File: config.mk
export PLATFORM = sky130hd
export DESIGN_NAME = cpe_fetch
export DESIGN_NICKNAME = d
export VERILOG_FILES = /design/src/rtl/cpe_pkg.sv /design/src/rtl/cpe_fetch_fifo.sv /design/src/rtl/cpe_fetch.sv
export SDC_FILE = /design/constraint.sdc
export NUM_CORES = 1
export LEC_CHECK = 0
export ABC_AREA = 1
export CAP_MARGIN = 20
export CORE_MARGIN = 3
export CORE_UTILIZATION = 45
export DETAILED_ROUTE_END_ITERATION = 6
export PLACE_DENSITY = 0.64
export SLEW_MARGIN = 20
export SYNTH_ARGS = -nofsm -noshare
export SYNTH_HDL_FRONTEND = slang
export SYNTH_SLANG_ARGS = --single-unit
File: constraint.sdc
create_clock -name clk_w_i -period 6 [get_ports clk_w_i]
set_input_delay 0.6 -clock clk_w_i [delete_from_list [all_inputs] [get_ports clk_w_i]]
set_output_delay 0.6 -clock clk_w_i [all_outputs]
set_load 0.01 [all_outputs]
File: src/rtl/cpe_pkg.sv
// cpe_pkg: shared widths, reset PC default and fetch FSM state type for the cpe core
package cpe_pkg;
  localparam int XLEN = 32;
  localparam int ILEN = 32;
  localparam logic [XLEN-1:0] RESET_PC_DEF = 32'h0000_0000;
  typedef enum logic [1:0] {ST_START, ST_RUN, ST_HALT} cpe_fetch_state_e;
endpackage

File: src/rtl/cpe_fetch_fifo.sv
// cpe_fetch_fifo: synchronous FIFO with flush, occupancy count and full/empty flags
//   clk_i, rst_ni            clock, asynchronous active-low reset
//   flush_i                  empties the FIFO next cycle (wins over push/pop)
//   push_i, wdata_i          write; accepted when not full or when popping
//   pop_i, rdata_o           read; rdata_o is the registered head entry
//   count_o, full_o, empty_o occupancy
module cpe_fetch_fifo #(
  parameter int DEPTH = 4,
  parameter int W = 64
) (
  input  logic                       clk_i,
  input  logic                       rst_ni,
  input  logic                       flush_i,
  input  logic                       push_i,
  input  logic [W-1:0]               wdata_i,
  input  logic                       pop_i,
  output logic [W-1:0]               rdata_o,
  output logic [$clog2(DEPTH+1)-1:0] count_o,
  output logic                       full_o,
  output logic                       empty_o
);
  localparam int AW = $clog2(DEPTH);
  localparam int CW = $clog2(DEPTH+1);
  logic [W-1:0] mem_q [DEPTH];
  logic [AW-1:0] wp_q, rp_q;
  logic [CW-1:0] cnt_q;
  logic wr, rd;
  assign empty_o = cnt_q == '0;
  assign full_o = cnt_q == CW'(DEPTH);
  assign count_o = cnt_q;
  assign rdata_o = mem_q[rp_q];
  assign rd = pop_i & ~empty_o;
  // a full FIFO still takes a write when the head leaves in the same cycle
  assign wr = push_i & (~full_o | rd);
  always_ff @(posedge clk_i or negedge rst_ni)
    if (!rst_ni) begin
      wp_q <= '0;
      rp_q <= '0;
      cnt_q <= '0;
      for (int i = 0; i < DEPTH; i++) mem_q[i] <= '0;
    end else if (flush_i) begin
      wp_q <= '0;
      rp_q <= '0;
      cnt_q <= '0;
    end else begin
      if (wr) mem_q[wp_q] <= wdata_i;
      wp_q <= wr ? wp_q + AW'(1) : wp_q;
      rp_q <= rd ? rp_q + AW'(1) : rp_q;
      cnt_q <= cnt_q + CW'(wr) - CW'(rd);
    end
endmodule

File: src/rtl/cpe_fetch.sv
// cpe_fetch: RV32I instruction fetch unit with credit-limited request issue and output FIFO
//   clk_w_i, res_w_i_l            clock, asynchronous active-low reset
//   redir_w_i_h, redir_pc_w_i     one-cycle redirect strobe and target
//   imem_req/addr/gnt             request/grant word fetch to instruction memory
//   imem_rvalid/rdata             in-order responses, latency >= 1
//   instr_w_o, instr_pc_w_o       instruction and its PC to the core
//   instr_vld_w_o_h/rdy_w_i_h     valid/ready handshake to the core
//   misalign_w_o_h                misaligned redirect flag, only with CPE_FETCH_MISALIGN_EN
module cpe_fetch
  import cpe_pkg::*;
#(
  parameter int DEPTH = 4,
  parameter logic [XLEN-1:0] RESET_PC = RESET_PC_DEF
) (
  input  logic            clk_w_i,
  input  logic            res_w_i_l,
  input  logic            redir_w_i_h,
  input  logic [XLEN-1:0] redir_pc_w_i,
  output logic            imem_req_w_o_h,
  output logic [XLEN-1:0] imem_addr_w_o,
  input  logic            imem_gnt_w_i_h,
  input  logic            imem_rvalid_w_i_h,
  input  logic [ILEN-1:0] imem_rdata_w_i,
  output logic [ILEN-1:0] instr_w_o,
  output logic [XLEN-1:0] instr_pc_w_o,
  output logic            instr_vld_w_o_h,
  input  logic            instr_rdy_w_i_h
`ifdef CPE_FETCH_MISALIGN_EN
  ,
  output logic            misalign_w_o_h
`endif
);
  localparam int CW = $clog2(DEPTH+1);
  localparam logic [CW:0] CAP = (CW+1)'(DEPTH);
  cpe_fetch_state_e state_q, state_d;
  logic [XLEN-1:0] pc_q, pc_d, rsp_pc_q, rsp_pc_d, redir_pc;
  logic [CW-1:0] out_q, out_d, disc_q, disc_d, fifo_cnt;
  logic [XLEN+ILEN-1:0] fifo_rdata;
  logic acc, rv, push, pop, fifo_full, fifo_empty, mis;
`ifdef CPE_FETCH_MISALIGN_EN
  logic mis_q, mis_d;
  assign redir_pc = redir_pc_w_i;
  assign mis = redir_w_i_h & (redir_pc_w_i[1:0] != 2'b00);
  assign mis_d = redir_w_i_h ? mis : mis_q;
  assign misalign_w_o_h = mis_q;
`else
  assign redir_pc = {redir_pc_w_i[XLEN-1:2], redir_pc_w_i[1:0] & 2'b00};
  assign mis = 1'b0;
`endif
  // buffered plus outstanding words never exceed DEPTH, so every response has a slot
  assign imem_req_w_o_h = (state_q == ST_RUN) & ~redir_w_i_h &
                          (({1'b0, fifo_cnt} + {1'b0, out_q}) < CAP);
  assign imem_addr_w_o = pc_q;
  assign acc = imem_req_w_o_h & imem_gnt_w_i_h;
  // a response with nothing outstanding is a protocol error and is ignored
  assign rv = imem_rvalid_w_i_h & (out_q != '0);
  assign pop = instr_vld_w_o_h & instr_rdy_w_i_h;
  assign push = rv & ~redir_w_i_h & (disc_q == '0) & (~fifo_full | pop);
  assign out_d = out_q + CW'(acc) - CW'(rv);
  assign pc_d = redir_w_i_h ? redir_pc : acc ? pc_q + 32'd4 : pc_q;
  // rsp_pc tracks the PC of the next response that will be kept
  assign rsp_pc_d = redir_w_i_h ? redir_pc : push ? rsp_pc_q + 32'd4 : rsp_pc_q;
  // everything in flight at a redirect is stale, including a response landing that cycle
  assign disc_d = redir_w_i_h ? out_q - CW'(rv) :
                  (rv && disc_q != '0) ? disc_q - CW'(1) : disc_q;
  assign instr_vld_w_o_h = ~fifo_empty;
  assign instr_w_o = fifo_rdata[ILEN-1:0];
  assign instr_pc_w_o = fifo_rdata[XLEN+ILEN-1:ILEN];
  always_comb begin
    state_d = state_q;
    state_d = redir_w_i_h ? (mis ? ST_HALT : ST_RUN) :
              (state_q == ST_START) ? ST_RUN : state_q;
  end
  always_ff @(posedge clk_w_i or negedge res_w_i_l)
    if (!res_w_i_l) begin
      state_q <= ST_START;
      pc_q <= RESET_PC;
      rsp_pc_q <= RESET_PC;
      out_q <= '0;
      disc_q <= '0;
`ifdef CPE_FETCH_MISALIGN_EN
      mis_q <= 1'b0;
`endif
    end else begin
      state_q <= state_d;
      pc_q <= pc_d;
      rsp_pc_q <= rsp_pc_d;
      out_q <= out_d;
      disc_q <= disc_d;
`ifdef CPE_FETCH_MISALIGN_EN
      mis_q <= mis_d;
`endif
    end
  cpe_fetch_fifo #(.DEPTH(DEPTH), .W(XLEN+ILEN)) u_fifo (
    .clk_i   (clk_w_i),
    .rst_ni  (res_w_i_l),
    .flush_i (redir_w_i_h),
    .push_i  (push),
    .wdata_i ({rsp_pc_q, imem_rdata_w_i}),
    .pop_i   (pop),
    .rdata_o (fifo_rdata),
    .count_o (fifo_cnt),
    .full_o  (fifo_full),
    .empty_o (fifo_empty)
  );
endmodule

==> impl_results.md, run 1 <==
* Status: finished clean
* P_leak at 8.88 nW
* Reg2reg path depth at 10
* PortBufs at 161
* Endpoints failing setup at 0
* Syn_area_per_cell at 7.89 um2
* Worst Path Max Fanout at 73
* Register clock-pin slew on the reported worst setup and hold paths at 0.06 ns
* Layout area overhead at 18.0%
* # diodes at 0
* Ys flop type: dfrtp_1
* Nets at 2214
* Max Cap Viol at 0
* Core area at 34800 um2
* Critical Path Sink Type: output pin
* Root Buffer: clkbuf_16
* Synthesized instance count at 2024
* Register area share after synthesis at 50.5%
* Die area at 37800 um2
* Req. time, crit path at 5.40 ns
* Crit-path max cell delay at 0.95 ns
* Routed Antenna Nets at 0
* Placed Instances at 2542
* Top cells by count, synth: nand2_1, dfrtp_1, o21ai_1
* Worst-Margin Slew at 1.04 ns
* Final worst slack at 1.88 ns
* Drt drc at 0
* Minimum clock period at 4.12 ns
* Period utilisation layout at 68.7%
* Largest net degree at the start of global routing at 134
* VDD IR max at 0.000265 V
* Layout cell share with drive strength beyond 1 at 4.78%
* Fill count at 3342
* Slowest cell on crit path: dfrtp_4
* Setup CP Type: flop to output pin
* Mapped Area at 16000 um2
* Multi-input gate area at 6660 um2
* Syn. warnings at 0
* Die W at 194 um
* Slew Viols, Final at 0
* Clk_skew at 0.0160 ns
* Routed len/inst at 16.2 um
* Post-synth EDFFs at 0
* Total Routing Usage GR at 22.3%
* Antenna violations before repair at 0
* Hold WC Path Type: input port to async pin
* Worst EP arrival at 3.52 ns
* CTS tree: built
* # IOs at 168
* RSZ-0062 raised after global routing: no
* Pre-antenna DRT Iters at 5
* Total grt overflow at 0
* Dpl ws at 2.16 ns
* Most frequent cell after synthesis: nand2_1
* CP Cell Sequence: clkinv_2 -> buf_4 -> o21ai_0 -> o22ai_1 -> clkdlybuf4s50_1
* GP Congestion at 0.888
* Max_slew headroom at 30.8%
* Final non-filler cell total at 2608
* Post-synth top area share at 50.5%
* CTS resizes at 0
* Pwr dens at 431 nW/um2
* Num rows at 68
* Post-synthesis register bit count at 322
* Final hold vios at 0
* First-pass GRT wire length at 70.2 mm
* WL final at 42.2 mm
* Detailed placement HPWL at 26.2 mm
* Vias in the first global route at 13500
* Area leader, netlist: dfrtp_1
* Async S/R FF share, synth at 100%
* Die height at 194 um
* Fmax at 243 MHz
* Via-to-Cell Ratio at 5.27
* Number of H-tree levels at 2
* Detailed Route Iter0 Violations at 899
* Clk buf depth at 3
* Crit start category: flop
* Synth cell types at 37
* Clk sinks at 322
* TNS Setup at 0 ns
* Hold buffers post-CTS at 0
* Via count at 13800
* Top post-synthesis cells by area: dfrtp_1, nand2_1, o21ai_1, nor2_1, o21ai_0
* Postcts setup bufs at 0
* FF/Latch Area at 8060 um2
* Initial Util at 45.9%
* Clk_lat worst skew at 0.52 ns
* Number of CTS-inserted buffers at 37
* Total power at 0.00813 W
==> critical path: cells and delay by family (launching register included) <==
kind                   cells  cell delay, ns
buffers and inverters      3            1.61
DFF                        1            0.95
AOI/OAI and AO/OA          2            0.40
==> kinds of logic after synthesis <==
family | after synthesis | synth area share, %
AND/OR/NAND/NOR | 931 | 23.6
AO/OA/AOI/OAI | 470 | 15.6
flip-flops | 322 | 50.5
buffers and inverters | 265 | 7.96
adder cells (fa/ha/maj) | 18 | 1.50
XOR/XNOR | 16 | 0.878
other | 2 | 0.0470
==> cells in the final DEF, fill, tap and decap left out, types with 10 or more instances in the layout <==
| cell | Yosys | final |
|---|---|---|
| dfrtp_1 | 322 | 320 |
| o21ai_1 | 234 | 234 |
| buf_4 | 9 | 13 |
| o22ai_1 | 62 | 62 |
| nand2_1 | 562 | 562 |
| nor2_1 | 212 | 212 |
| inv_1 | 145 | 144 |
| clkdlybuf4s50_1 | 0 | 160 |
| ha_1 | 16 | 16 |
| clkinv_2 | 1 | 10 |
| o21ai_0 | 154 | 154 |
| clkbuf_16 | 0 | 37 |
| nand3_1 | 128 | 128 |
==> final cells by class <==
type,instances,share of cell area (%)
Timing Repair Buffer,175,9.20
Tap cell,455,3.02
Clock buffer,52,5.69
Sequential cell,322,42.8
Clock inverter,14,0.943
Inverter,150,3.03
Multi-Input combinational cell,1440,35.3
==> power breakdown <==
part	switching, W	internal (W)
registers	0.000393	0.00268
logic	0.00148	0.00127
clock network	0.000885	0.00142
==> sequential cells by signal, summed over array words and instances (netlist names) <==
name            cells
u_fifo.wp_q         2
imem_addr_w_o      30
u_fifo.count_o      3
u_fifo.mem_q      248
state_q             1
out_q               3
disc_q              3
u_fifo.rp_q         2
rsp_pc_q           30
==> path summary, 6_finish.rpt <==
check | startpoint | to | slack (ns)
setup / recovery | u_fifo.rp_q[0] | instr_pc_w_o[19] | 1.88
hold / removal | res_w_i_l | u_fifo.mem_q[8] | 0.11
setup reg to reg | disc_q[0] | u_fifo.mem_q[82] | 3.13
hold reg to reg | u_fifo.mem_q[130] | u_fifo.mem_q[130] | 0.48
max in group asynchronous | res_w_i_l | u_fifo.mem_q[241] | 4.32
min in group clk_w_i | u_fifo.mem_q[130] | u_fifo.mem_q[130] | 0.48
==> routing by layer <==
layer / vias up / routed length, um / GRT usage, %
met4: 0 / 1060 / 6.22
met5: - / 0 / 0
met1: 6506 / 19400 / 31.8
met2: 403 / 19300 / 35.8
met3: 67 / 2340 / 3.12
li1: 6781 / - / -
==> per-stage QoR <==
stage	util (%)	hold slack, ns	instance area, um2
6_report	54.2	0.113	18800
5_1_grt	54.2	0.218	18800
4_1_cts	54.1	0.186	18800
3_5_place_dp	50.5	0.467	17600
3_3_place_gp	50.5	0.461	17600
2_1_floorplan	-	0.304	16000
Power figures use the tool's default switching activity.
==> run 2, diff against run 1 <==
clock period = 4 ns   (was 6 ns; I/O delays follow)
==> impl_results.md, run 2 (synthesized netlist as in run 1, its figures left out) <==
* Status: finished clean
* Num rows at 68
* Hold path depth at 2
* Req. time, crit path at 3.60 ns
* Postcts setup bufs at 0
* Minimum clock period at 3.27 ns
* Routed len/inst at 16.1 um
* Core area at 34800 um2
* CTS resizes at 0
* P_leak at 8.93 nW
* Highest metal used: met4
* Detailed Route Iter0 Violations at 1012
* GP Congestion at 0.875
* Fmax at 306 MHz
* Commonest non-fill, non-tap cell in the layout: nand2_1
* Most frequent cells in the layout: nand2_1, dfrtp_1, o21ai_1
* Hold path start: u_fifo.mem_q[85]
* Reg power frac at 37.0%
* Internal power at 0.00813 W
* VDD IR max at 0.000390 V
* Hold buffers post-CTS at 1
* Worst-Margin Slew at 0.928 ns
* Hold WC Path Type: flop to flop
* Via count at 13800
* Number of CTS-inserted buffers at 37
* Min Hold Slack at 0.479 ns
* Largest net degree at the start of global routing at 127
* Number of flip-flops in the largest register at 248
* Layout area overhead at 18.8%
* Die height at 194 um
* Vias in the first global route at 13600
* Finished Cell Area at 19000 um2
* Layout cell share with drive strength beyond 1 at 4.59%
* Max_slew headroom at 37.8%
* Total grt overflow at 0
* Die W at 194 um
* CTS tree: built
* Worst Path Max Fanout at 40
* RSZ-0062 raised after global routing: no
* Final hold vios at 0
* # diodes at 0
* TNS Setup at 0 ns
* Net Sw Power at 0.00411 W
* Placement Cell Area at 17700 um2
* Switching portion of total power at 33.6%
* Total Routing Usage GR at 22.2%
* Placed Instances at 2544
* Slack of the worst reg-to-reg path at 1.28 ns
* Nets at 2217
* WL final at 42.1 mm
* Met2 wire length at 19.5 mm
* Antenna violations before repair at 0
* Clk_lat worst skew at 0.52 ns
* Logic gate share of total power at 34.4%
* First-pass GRT wire length at 70.2 mm
* Metal-1 WL at 19.4 mm
* Met3 wire len at 2.45 mm
* Period utilisation layout at 81.6%
* Pre-antenna DRT Iters at 6
* Register clock-pin slew on the reported worst setup and hold paths at 0.06 ns
* Setup CP Type: flop to output pin
* Worst EP arrival at 2.87 ns
* Final Util at 54.5%
* Clock Power Share at 28.6%
* Crit start category: flop
* Largest register by flop count: u_fifo.mem_q
* Routed Antenna Nets at 0
* R2R Path Start: out_q[2]
* Slew Viols, Final at 0
* Clk buf depth at 3
* Final non-filler cell total at 2610
* Die area at 37800 um2
* Max Cap Viol at 0
* Clk sinks at 322
* Endpoints failing setup at 0
* Drt drc at 0
* Detailed placement HPWL at 26.5 mm
* Root Buffer: clkbuf_16
* Pwr dens at 645 nW/um2
* Via-to-Cell Ratio at 5.29
* Number of H-tree levels at 2
* Critical Path Sink Type: output pin
* # IOs at 168
* Initial Util at 45.9%
* PortBufs at 161
* Reg2reg path depth at 11
* Clk_skew at 0.0182 ns
* Worst setup startpoint: u_fifo.rp_q[1]
run 2: area by class of cell:
| class | count | area (um2) |
|---|---|---|
| repair buffers | 178 | 1860 |
| inverters | 150 | 571 |
| clock buffers | 57 | 1110 |
| fillers | 3306 | 15800 |
| clock inverters | 8 | 148 |
| flip-flops and latches | 322 | 8060 |
| multi-input cells | 1440 | 6650 |
| well taps | 455 | 569 |
run 2: metrics by stage:
stage	worst slack, ns	power (W)
final	0.735	0.0122
after global routing	0.579	0.0131
after CTS	0.697	0.0124
after detailed placement	1.09	0.00882
after global placement	1.13	0.00873
after floorplan	1.42	0.00688
run 2: path summary, 6_finish.rpt:
path                                           to
worst min-delay path             u_fifo.mem_q[85]
worst max register to register           out_q[2]
worst max-delay path             instr_pc_w_o[17]
worst min register to register   u_fifo.mem_q[85]
max in group asynchronous       u_fifo.mem_q[120]
min in group asynchronous        u_fifo.mem_q[67]
run 2: power by group through the flow:
stage	sequential, W	combinational [W]	clock, W
final	0.00453	0.00421	0.00350
after global routing	0.00464	0.00472	0.00371
after CTS	0.00452	0.00427	0.00357
after global placement	0.00455	0.00418	0
after floorplan	0.00446	0.00242	0
after detailed placement	0.00457	0.00425	0
run 2: metal layers:
layer	track usage [%]	up-vias
li1	-	6812
met1	31.0	6501
met2	36.8	431
met3	3.31	60
met4	5.32	0
met5	0	-
run 2: worst max-delay path: stages (launching register included):
cell and delay [ns]:
dfrtp_2 0.35, clkinv_1 0.71, buf_12 0.49, o21ai_0 0.10
o22ai_1 0.16, clkdlybuf4s50_1 0.51
==> run 3, diff against run 2 <==
PLACE_DENSITY = 0.66   (was 0.64)
clock period = 2.7 ns   (was 4 ns; I/O delays follow)
==> impl_results.md, run 3 (synthesized netlist as in run 1, its figures left out) <==
* Status: finished clean
* Largest net degree at the start of global routing at 93
* Detailed placement HPWL at 27.2 mm
* Largest register by flop count: u_fifo.mem_q
* Num rows at 68
* Antenna violations before repair at 0
* RSZ-0062 raised after global routing: yes
* Initial Util at 45.9%
* Max_slew headroom at 47.4%
* CTS tree: built
* Endpoints failing setup at 0
* Final Util at 55.5%
* Layout area overhead at 21.0%
* Fmax at 374 MHz
* Most frequent cells in the layout: nand2_1, dfrtp_1, o21ai_1
* Detailed Route Iter0 Violations at 993
* Vias in the first global route at 13800
* Root Buffer: clkbuf_16
* GP Congestion at 0.881
* Clk_lat worst skew at 0.52 ns
* Final hold vios at 0
* First-pass GRT wire length at 71.1 mm
* Placement Cell Area at 18000 um2
* Die area at 37800 um2
* Total Routing Usage GR at 22.6%
* Worst EP arrival at 2.40 ns
* Via-to-Cell Ratio at 5.27
* Nets at 2240
* Clk_skew at 0.0179 ns
* P_leak at 9.20 nW
* Minimum clock period at 2.67 ns
* Number of flip-flops in the largest register at 248
* Commonest non-fill, non-tap cell in the layout: nand2_1
* Slack of the worst reg-to-reg path at 0.30 ns
* Die height at 194 um
* Slew Viols, Final at 0
* Crit start category: flop
* Number of CTS-inserted buffers at 38
* Clk buf depth at 3
* Total grt overflow at 0
* Routed len/inst at 16.2 um
* Finished Cell Area at 19300 um2
* Worst Path Max Fanout at 42
* Reg2reg path depth at 11
* Via count at 13900
* WL final at 42.6 mm
* Register clock-pin slew on the reported worst setup and hold paths at 0.06 ns
* RR Endpoint: out_q[2]
* Critical Path Sink Type: output pin
* Pre-antenna DRT Iters at 5
* Hold WC Path Type: input port to async pin
* Req. time, crit path at 2.43 ns
* # IOs at 168
* Setup CP Type: flop to output pin
* R2R Path Start: out_q[2]
* VDD IR max at 0.000683 V
* # diodes at 0
* Pwr dens at 945 nW/um2
* Period utilisation layout at 99.0%
* Number of H-tree levels at 2
* Clk sinks at 322
* Core area at 34800 um2
* Layout cell share with drive strength beyond 1 at 5.88%
* Max Cap Viol at 0
* Drt drc at 0
* Die W at 194 um
* PortBufs at 161
* Routed Antenna Nets at 0
* Worst-Margin Slew at 0.789 ns
run 3: changes by cell type in the layout (fill, tap and decap cells not counted), sizes merged:
cell | before | now
clkbuf | 57 | 53
dlymetal6s2s | 0 | 9
buf | 17 | 38
bufinv | 4 | 3
clkdlybuf4s50 | 160 | 152
clkinv | 6 | 8
clkinvlp | 0 | 2
run 3: how the worst max path moves through the flow:
stage	start	endpoint	slack, ns	cells past startpoint
3_3_place_gp	redir_w_i_h	out_q[2]	0.32	12
6_report	u_fifo.rp_q[0]	instr_w_o[31]	0.03	5
5_1_grt	u_fifo.rp_q[0]	instr_w_o[14]	-0.03	4
3_5_place_dp	out_q[2]	out_q[2]	0.29	11
4_1_cts	u_fifo.rp_q[0]	instr_pc_w_o[5]	-0.006	5
2_1_floorplan	out_q[2]	out_q[2]	0.12	12
run 3: timing repair:
action                                 CTS  global route
cloned                                   1             0
hold buffers                             1             0
setup endpoints to repair               24            30
setup buffers                            0             1
pin swaps                                1             3
endpoints found under the hold margin   84             0
resized for setup                       10            12
run 3: through the flow:
| step | setup TNS [ns] | worst slack (ns) | hold slack, ns | std cells | total power, W |
|---|---|---|---|---|---|
| 6_report | 0 | 0.0280 | 0.372 | 2631 | 0.0183 |
| 5_1_grt | -0.0918 | -0.0287 | 0.376 | 2631 | 0.0195 |
| 4_1_cts | -0.00573 | -0.00573 | 0.363 | 2630 | 0.0184 |
| 3_5_place_dp | 0 | 0.294 | 0.355 | 2564 | 0.0132 |
| 3_3_place_gp | 0 | 0.324 | 0.354 | 2564 | 0.0131 |
| 2_1_floorplan | 0 | 0.121 | -0.0256 | 2027 | 0.0102 |
run 3: layout make-up:
type,instances,area [um2]
Fill cell,3290,15500
Sequential cell,322,8060
Clock inverter,11,146
Clock buffer,53,1080
Tap cell,455,569
Multi-Input combinational cell,1440,6680
Inverter,150,578
Timing Repair Buffer,200,2210
run 3: worst max-delay path, stage by stage (launching register included):
cell and delay, ns:
dfrtp_4 0.58, inv_8 0.17, buf_16 0.22, o21ai_0 0.10
o22ai_1 0.21, clkdlybuf4s50_1 0.59
run 3: routing by layer:
| layer | share of wire, % | global-route usage, % |
|---|---|---|
| met3 | 5.5 | 3.33 |
| met2 | 46 | 37.2 |
| met1 | 46 | 31.8 |
| met4 | 2.0 | 5.64 |
| met5 | 0 | 0 |
run 3: where the power goes:
group | internal, W | leakage (nW) | switching, W
clock | 0.00306 | 0.597 | 0.00196
combinational | 0.00303 | 4.34 | 0.00345
sequential | 0.00596 | 4.27 | 0.000786
total | 0.0121 | 9.20 | 0.00620
